===== src/rtl/i2s_pkg.sv =====
// Shared constants and sizing helpers for the stereo I2S transmitter.
// Output format is selected with I2S_LEFT_JUST_EN (defined: left-justified, else standard I2S).
package i2s_pkg;

  typedef enum logic {
    MODE_I2S = 1'b0,
    MODE_LJ  = 1'b1
  } i2s_mode_e;

`ifdef I2S_LEFT_JUST_EN
  localparam i2s_mode_e TX_MODE = MODE_LJ;
`else
  localparam i2s_mode_e TX_MODE = MODE_I2S;
`endif

  // Bits in one L+R frame.
  function automatic int frame_bits(input int slot_w);
    return 2 * slot_w;
  endfunction

  // Width of a counter spanning 0..n-1, never narrower than one bit.
  function automatic int cnt_w(input int n);
    return (n <= 1) ? 1 : $clog2(n);
  endfunction

endpackage


===== src/rtl/i2s_tx_stereo_if.sv =====
// Sample-pair handshake between the mixer path (master) and the I2S transmitter (slave).
interface i2s_tx_stereo_if #(
  parameter int DATA_W = 16
);

  logic [DATA_W-1:0] SMP_L;
  logic [DATA_W-1:0] SMP_R;
  logic              SMP_VALID;
  logic              SMP_READY;

  modport master (output SMP_L, output SMP_R, output SMP_VALID, input SMP_READY);
  modport slave  (input SMP_L, input SMP_R, input SMP_VALID, output SMP_READY);

endinterface


===== src/rtl/i2s_clk_div.sv =====
// Bit/word clock generator: free-running SCK divider plus BCK/LCK derived from bck_cnt/bit_cnt.
// bit_tick marks the BCK falling edge, frame_tick the last bit of a frame (frame load).
module i2s_clk_div
  import i2s_pkg::*;
#(
  parameter int SLOT_W  = 32,
  parameter int BCK_DIV = 4,
  parameter int SCK_DIV = 2
) (
  input  logic CLK,
  input  logic RST,
  output logic SCK,
  output logic BCK,
  output logic LCK,
  output logic bit_tick,
  output logic frame_tick
);

  localparam int FRAME_BITS = frame_bits(SLOT_W);
  localparam int BCK_W      = cnt_w(BCK_DIV);
  localparam int BIT_W      = cnt_w(FRAME_BITS);
  localparam int SCK_W      = cnt_w(SCK_DIV);

  localparam logic [BCK_W-1:0] BCK_LAST = BCK_W'(BCK_DIV - 1);
  localparam logic [BCK_W-1:0] BCK_HALF = BCK_W'(BCK_DIV / 2);
  localparam logic [BIT_W-1:0] BIT_LAST = BIT_W'(FRAME_BITS - 1);
  localparam logic [BIT_W-1:0] BIT_HALF = BIT_W'(SLOT_W);
  localparam logic [SCK_W-1:0] SCK_LAST = SCK_W'(SCK_DIV - 1);
  localparam logic [SCK_W-1:0] SCK_HALF = SCK_W'(SCK_DIV / 2);

  logic [BCK_W-1:0] bck_cnt_reg, bck_cnt_next;
  logic [BIT_W-1:0] bit_cnt_reg, bit_cnt_next;
  logic [SCK_W-1:0] sck_cnt_reg, sck_cnt_next;

  always_comb begin
    bit_tick     = (bck_cnt_reg == BCK_LAST);
    frame_tick   = bit_tick && (bit_cnt_reg == BIT_LAST);
    bck_cnt_next = bit_tick ? '0 : bck_cnt_reg + BCK_W'(1);
    bit_cnt_next = bit_cnt_reg;
    if (bit_tick) begin
      bit_cnt_next = frame_tick ? '0 : bit_cnt_reg + BIT_W'(1);
    end
    sck_cnt_next = (sck_cnt_reg == SCK_LAST) ? '0 : sck_cnt_reg + SCK_W'(1);
  end

  // Clock outputs are decoded from the next counter values so they stay registered.
  always_ff @(posedge CLK) begin
    if (RST) begin
      bck_cnt_reg <= '0;
      bit_cnt_reg <= '0;
      sck_cnt_reg <= '0;
      BCK         <= 1'b0;
      LCK         <= 1'b0;
      SCK         <= 1'b0;
    end else begin
      bck_cnt_reg <= bck_cnt_next;
      bit_cnt_reg <= bit_cnt_next;
      sck_cnt_reg <= sck_cnt_next;
      BCK         <= (bck_cnt_next >= BCK_HALF);
      LCK         <= (bit_cnt_next >= BIT_HALF);
      SCK         <= (sck_cnt_next >= SCK_HALF);
    end
  end

endmodule


===== src/rtl/i2s_tx_stereo.sv =====
// Stereo I2S transmitter: one-pair holding register, frame shift register, underrun flag.
// Define I2S_LEFT_JUST_EN for left-justified output instead of the 1-BCK-delayed I2S format.
module i2s_tx_stereo
  import i2s_pkg::*;
#(
  parameter int DATA_W  = 16,
  parameter int SLOT_W  = 32,
  parameter int BCK_DIV = 4,
  parameter int SCK_DIV = 2
) (
  input  logic           CLK,
  input  logic           RST,
  i2s_tx_stereo_if.slave smp,
  output logic           UNDERRUN,
  output logic           SCK,
  output logic           BCK,
  output logic           LCK,
  output logic           DIN
);

  localparam int FRAME_BITS = frame_bits(SLOT_W);
  localparam int PAD_W      = SLOT_W - DATA_W;

  // Index 1 = left channel, 0 = right, matching slot order within the frame word.
  logic [DATA_W-1:0]     hold_reg [2];
  logic [DATA_W-1:0]     last_reg [2];
  logic [DATA_W-1:0]     load_smp [2];
  logic [FRAME_BITS-1:0] load_word;
  logic [FRAME_BITS-1:0] shift_reg;
  logic                  hold_full_reg, hold_full_next;
  logic                  ready_reg, underrun_reg;
  logic                  lj_bit_reg, dly_bit_reg;
  logic                  xfer;
  logic                  bit_tick, frame_tick;

  i2s_clk_div #(
    .SLOT_W  (SLOT_W),
    .BCK_DIV (BCK_DIV),
    .SCK_DIV (SCK_DIV)
  ) u_clk_div (
    .CLK        (CLK),
    .RST        (RST),
    .SCK        (SCK),
    .BCK        (BCK),
    .LCK        (LCK),
    .bit_tick   (bit_tick),
    .frame_tick (frame_tick)
  );

  assign xfer = smp.SMP_VALID && ready_reg;

  // A pending pair wins; otherwise the last pair is replayed.
  for (genvar gi = 0; gi < 2; gi++) begin : g_slot
    assign load_smp[gi] = hold_full_reg ? hold_reg[gi] : last_reg[gi];
    assign load_word[gi*SLOT_W +: SLOT_W] = SLOT_W'(load_smp[gi]) << PAD_W;
  end

  always_comb begin
    hold_full_next = hold_full_reg;
    if (frame_tick) begin
      hold_full_next = 1'b0;
    end
    if (xfer) begin
      hold_full_next = 1'b1;
    end
  end

  always_ff @(posedge CLK) begin
    if (RST) begin
      hold_reg      <= '{default: '0};
      last_reg      <= '{default: '0};
      shift_reg     <= '0;
      hold_full_reg <= 1'b0;
      ready_reg     <= 1'b0;
      underrun_reg  <= 1'b0;
      lj_bit_reg    <= 1'b0;
      dly_bit_reg   <= 1'b0;
    end else begin
      hold_full_reg <= hold_full_next;
      ready_reg     <= !hold_full_next;
      underrun_reg  <= frame_tick && !hold_full_reg;
      // The delay flop always takes the previous left-justified bit, so the
      // I2S stream stays continuous across slot and frame boundaries.
      if (frame_tick) begin
        shift_reg   <= load_word << 1;
        lj_bit_reg  <= load_word[FRAME_BITS-1];
        dly_bit_reg <= lj_bit_reg;
        if (hold_full_reg) begin
          last_reg <= hold_reg;
        end
      end else if (bit_tick) begin
        shift_reg   <= shift_reg << 1;
        lj_bit_reg  <= shift_reg[FRAME_BITS-1];
        dly_bit_reg <= lj_bit_reg;
      end
      if (xfer) begin
        hold_reg[1] <= smp.SMP_L;
        hold_reg[0] <= smp.SMP_R;
      end
    end
  end

  assign smp.SMP_READY = ready_reg;
  assign UNDERRUN      = underrun_reg;
  assign DIN           = (TX_MODE == MODE_LJ) ? lj_bit_reg : dly_bit_reg;

endmodule

===== src/flat_wrapper.sv =====
// flat-port wrapper written by rule: the top's interface ports become plain ports
module i2s_tx_stereo_flat import i2s_pkg::*;
#(
  parameter int DATA_W  = 16,
  parameter int SLOT_W  = 32,
  parameter int BCK_DIV = 4,
  parameter int SCK_DIV = 2
)
  (CLK, RST, UNDERRUN, SCK, BCK, LCK, DIN, smp_SMP_L, smp_SMP_R, smp_SMP_VALID, smp_SMP_READY);
  i2s_tx_stereo_if #(.DATA_W(DATA_W)) smp_i ();
  input  logic CLK;
  input  logic RST;
  output logic UNDERRUN;
  output logic SCK;
  output logic BCK;
  output logic LCK;
  output logic DIN;
  input wire logic [$bits(smp_i.SMP_L)-1:0] smp_SMP_L;
  input wire logic [$bits(smp_i.SMP_R)-1:0] smp_SMP_R;
  input wire logic [$bits(smp_i.SMP_VALID)-1:0] smp_SMP_VALID;
  output wire logic [$bits(smp_i.SMP_READY)-1:0] smp_SMP_READY;
  assign smp_i.SMP_L = smp_SMP_L;
  assign smp_i.SMP_R = smp_SMP_R;
  assign smp_i.SMP_VALID = smp_SMP_VALID;
  assign smp_SMP_READY = smp_i.SMP_READY;
  i2s_tx_stereo #(.DATA_W(DATA_W), .SLOT_W(SLOT_W), .BCK_DIV(BCK_DIV), .SCK_DIV(SCK_DIV)) u_core (.CLK(CLK), .RST(RST), .smp(smp_i), .UNDERRUN(UNDERRUN), .SCK(SCK), .BCK(BCK), .LCK(LCK), .DIN(DIN));
endmodule

===== config.mk =====
export PLATFORM = sky130hd
export DESIGN_NAME = i2s_tx_stereo_flat
export DESIGN_NICKNAME = d
export VERILOG_FILES = /design/src/rtl/i2s_pkg.sv /design/src/rtl/i2s_tx_stereo_if.sv /design/src/rtl/i2s_clk_div.sv /design/src/rtl/i2s_tx_stereo.sv /design/src/flat_wrapper.sv
export SDC_FILE = /design/constraint.sdc
export NUM_CORES = 1
export LEC_CHECK = 0
export CAP_MARGIN = 5
export CORE_ASPECT_RATIO = 1.5
export CORE_MARGIN = 3
export CORE_UTILIZATION = 53
export CTS_CLUSTER_DIAMETER = 200
export CTS_CLUSTER_SIZE = 8
export DETAILED_ROUTE_END_ITERATION = 16
export PLACE_DENSITY = 0.79
export SLEW_MARGIN = 5
export SYNTH_ARGS = -nofsm -noshare
export SYNTH_HDL_FRONTEND = slang
export SYNTH_SLANG_ARGS = --single-unit

===== constraint.sdc =====
create_clock -name CLK -period 1.62 [get_ports CLK]
set_input_delay 0.324 -clock CLK [delete_from_list [all_inputs] [get_ports CLK]]
set_output_delay 0.324 -clock CLK [all_outputs]
set_load 0.03 [all_outputs]

==> results.py <==
metrics = {
    "run_status": {
        "status": "complete, no violations",
    },
    "timing": {
        "clock_skew_ns": 0.00872,
        "worst_slew_pin_slew_ns": 0.604,
        "fin_crit_ns": 1.51,
        "max-slew-margin-rel_pct": 59.7,
        "whs_ns": 0.253,
        "finalCritPeriodShare_pct": 93.3,
        "finalSetupViolations": 0,
        "drv_slew": 0,
        "fmax_mhz": 661,
        "finalHoldViolations": 0,
    },
    "power_and_ir_drop": {
        "p_leak_nw": 2.19,
        "powerDensity_nw_per_um2": 1080,
        "total_power_mw": 7.00,
        "ir_drop_mv": 0.682,
    },
    "critical_path": {
        "reg2reg_depth": 5,
        "required_ns": 1.95,
        "path_cells": "ha_2 > buf_4 > nand4_1 > or3_1 > a21oi_1",
        "critPathLaunch": "u_core.u_clk_div.BCK$_SDFF_PP0_",
        "end_kind": "flip-flop",
        "worstSetupPathType": "flip-flop to flip-flop",
        "cp_slowest_cell": "or3_1",
        "worstSetupEndpoint": "u_core.u_clk_div.bit_cnt_reg[5]$_SDFF_PP0_",
        "r2r_end": "u_core.u_clk_div.bit_cnt_reg[5]$_SDFF_PP0_",
        "worstReg2RegStart": "u_core.u_clk_div.BCK$_SDFF_PP0_",
        "critical_path.max_stage_delay_ns": 0.37,
        "crit_path_start_kind": "flip-flop",
        "r2r_slack_ns": 0.11,
        "cp_data_arrival_time_ns": 1.84,
        "cp_max_fo": 7,
    },
    "synthesis": {
        "ys.warnings.count": 0,
        "ys_seq_area_share_pct": 46.2,
        "syn_avg_cell_area_sq_um": 8.82,
        "synthTopCellsByCount": "dfxtp_1, nand2_1, a21oi_1",
        "synth.area.top_cells": "dfxtp_1, nand4_1, nand2_1, mux2_2, a21oi_1",
        "syn_nets": 657,
        "ys_async_sr_fraction_pct": 0,
        "syn_inst": 619,
        "synth_seq_cells": 126,
        "synthFlopType": "dfxtp_1",
        "yosysTopAreaCell": "dfxtp_1",
        "synth_edf_count": 0,
        "yosysMostFrequentCell": "dfxtp_1",
        "synth_cell_types": 31,
        "synth_top_area_share_pct": 46.2,
        "syn_area_sq_um": 5460,
    },
    "grt": {
        "grt_pass1_wl_mm": 21.2,
        "grt_max_degree": 50,
        "gr-usage-all-layers_pct": 23.1,
        "antenna_found_initial": 0,
        "grt_overflow_total": 0,
        "grt_pass1_vias": 4516,
    },
    "floorplan": {
        "coreArea_sq_um": 9850,
        "start_util_pct": 55.4,
        "die_area_sq_um": 11600,
        "num_rows": 44,
        "die_h_microns": 130,
        "die_w_microns": 88.9,
        "ios": 41,
    },
    "routing": {
        "wl_mm": 12.8,
        "dr.pass1.iters": 5,
        "drc": 0,
        "routed_via_density": 6.14,
        "drtIter0Drc": 362,
        "wl_per_cell_microns": 16.7,
        "drtAntennaViolNets": 0,
        "via_count": 4693,
    },
    "cts": {
        "htree_levels": 4,
        "clk_latency_ns": 0.41,
        "root_buffer": "clkbuf_16",
        "cts_inserted_buffers": 17,
        "clockBufferDepth": 2,
        "clk_pin_slew_ns": 0.05,
        "cts_tree": "yes",
        "clock-sinks": 126,
    },
    "final_layout": {
        "nNetsFinal": 674,
        "fillers": 762,
        "syn_to_final_growth_pct": 18.6,
        "stdcell_count": 764,
        "drive_above_1_share_pct": 14.9,
        "multi_input_area_sq_um": 2590,
        "antenna_cells": 0,
        "stdcell_area_sq_um": 6470,
        "largest_register_ff_count": 47,
        "seq_area_sq_um": 2520,
    },
    "worst_hold_path": {
        "min_path_type": "input pin to flip-flop",
    },
    "placement": {
        "place_inst": 731,
        "globalplace.congestion": 0.757,
        "port_buffers": 40,
        "place_area_sq_um": 5940,
        "hpwlAfterDp_mm": 7.79,
    },
    "run": {
        "maxCapViolCount": 0,
    },
}
==> critical path, delay by kind of cell (launching register included) <==
kind | cells | cell delay [ns]
flops | 1 | 0.35
fa+ha+maj | 1 | 0.24
compound gates | 1 | 0.16
buf+inv | 1 | 0.16
simple gates | 2 | 0.52
==> power by group <==
| group | switching (mW) | total [mW] | leakage [nW] | internal [mW] |
|---|---|---|---|---|
| logic | 0.264 | 0.473 | 0.906 | 0.208 |
| registers | 0.0453 | 3.20 | 1.02 | 3.16 |
| clock network | 1.27 | 3.32 | 0.261 | 2.06 |
| total | 1.58 | 7.00 | 2.19 | 5.42 |
==> worst min-delay path by stage <==
stage | cells past startpoint | to | startpoint | slack (ns)
after floorplan | 1 | u_core.u_clk_div.bck_cnt_reg[0]$_SDFF_PP0_ | u_core.u_clk_div.bck_cnt_reg[0]$_SDFF_PP0_ | 0.43
after global placement | 1 | u_core.u_clk_div.SCK$_SDFF_PP0_ | u_core.u_clk_div.SCK$_SDFF_PP0_ | 0.40
after detailed placement | 1 | u_core.u_clk_div.SCK$_SDFF_PP0_ | u_core.u_clk_div.SCK$_SDFF_PP0_ | 0.40
after CTS | 2 | u_core.u_clk_div.SCK$_SDFF_PP0_ | RST | 0.25
after global routing | 2 | u_core.u_clk_div.BCK$_SDFF_PP0_ | RST | 0.27
final | 2 | u_core.u_clk_div.SCK$_SDFF_PP0_ | RST | 0.25
==> cell families (layout without fill, tap and decap cells) <==
family	after synthesis	after routing	synth area share [%]
and+or+nand+nor	233	233	20.6
muxes	50	50	9.90
adders and majority gates	3	3	0.688
xor gates and xnor gates	3	3	0.481
AOI/OAI and AO/OA	136	136	15.4
buffers and inverters	68	98	6.69
DFF	126	126	46.2
==> placed cells by master, fill, tap and decap left out, types with 3 or more instances in the layout <==
master,Yosys,final
clkbuf_8,0,3
xor2_1,3,3
nand3_1,30,30
clkbuf_1,20,5
o31ai_1,32,32
dlygate4sd2_1,0,5
o21ai_0,3,3
o211ai_1,30,30
a21oi_1,69,69
clkinv_2,0,6
dfxtp_1,126,125
nor2_1,24,24
buf_12,0,9
clkbuf_16,0,17
clkdlybuf4s50_1,0,33
nand2_1,98,98
buf_4,8,16
mux2_2,32,32
mux2i_1,18,18
nand4_1,66,66
==> per-stage QoR <==
stage	worst slack (ns)	TNS [ns]	util, %
global route	-0.00178	-0.00178	65.7
floorplan	0.0000775	0	-
global placement	0.104	0	60.3
finish	0.108	0	65.7
detailed placement	0.0245	0	60.3
CTS	0.0145	0	65.5
==> metal layers <==
layer  part of all wire, %  track usage, %  up-vias
met4                   2.5            10.9        0
li1                      -               -     2283
met1                    41            27.9     2268
met2                    53            38.5      115
met3                   3.9            5.31       27
met5                     0               0        -
==> repair_timing <==
action,in CTS,in global routing
hold endpoints to repair,0,0
setup endpoints to repair,5,30
resized for setup,5,3
buffers inserted,0,1
hold buffers,0,0
==> layout make-up <==
| type | instances | area share, % |
|---|---|---|
| clock inverters | 7 | 0.580 |
| flip-flops and latches | 126 | 39.0 |
| well taps | 115 | 2.22 |
| clock buffers | 25 | 7.50 |
| repair buffers | 65 | 10.7 |
| multi-input cells | 425 | 40.0 |
| inverters | 1 | 0.0580 |
(Power assumes the default switching activity.)
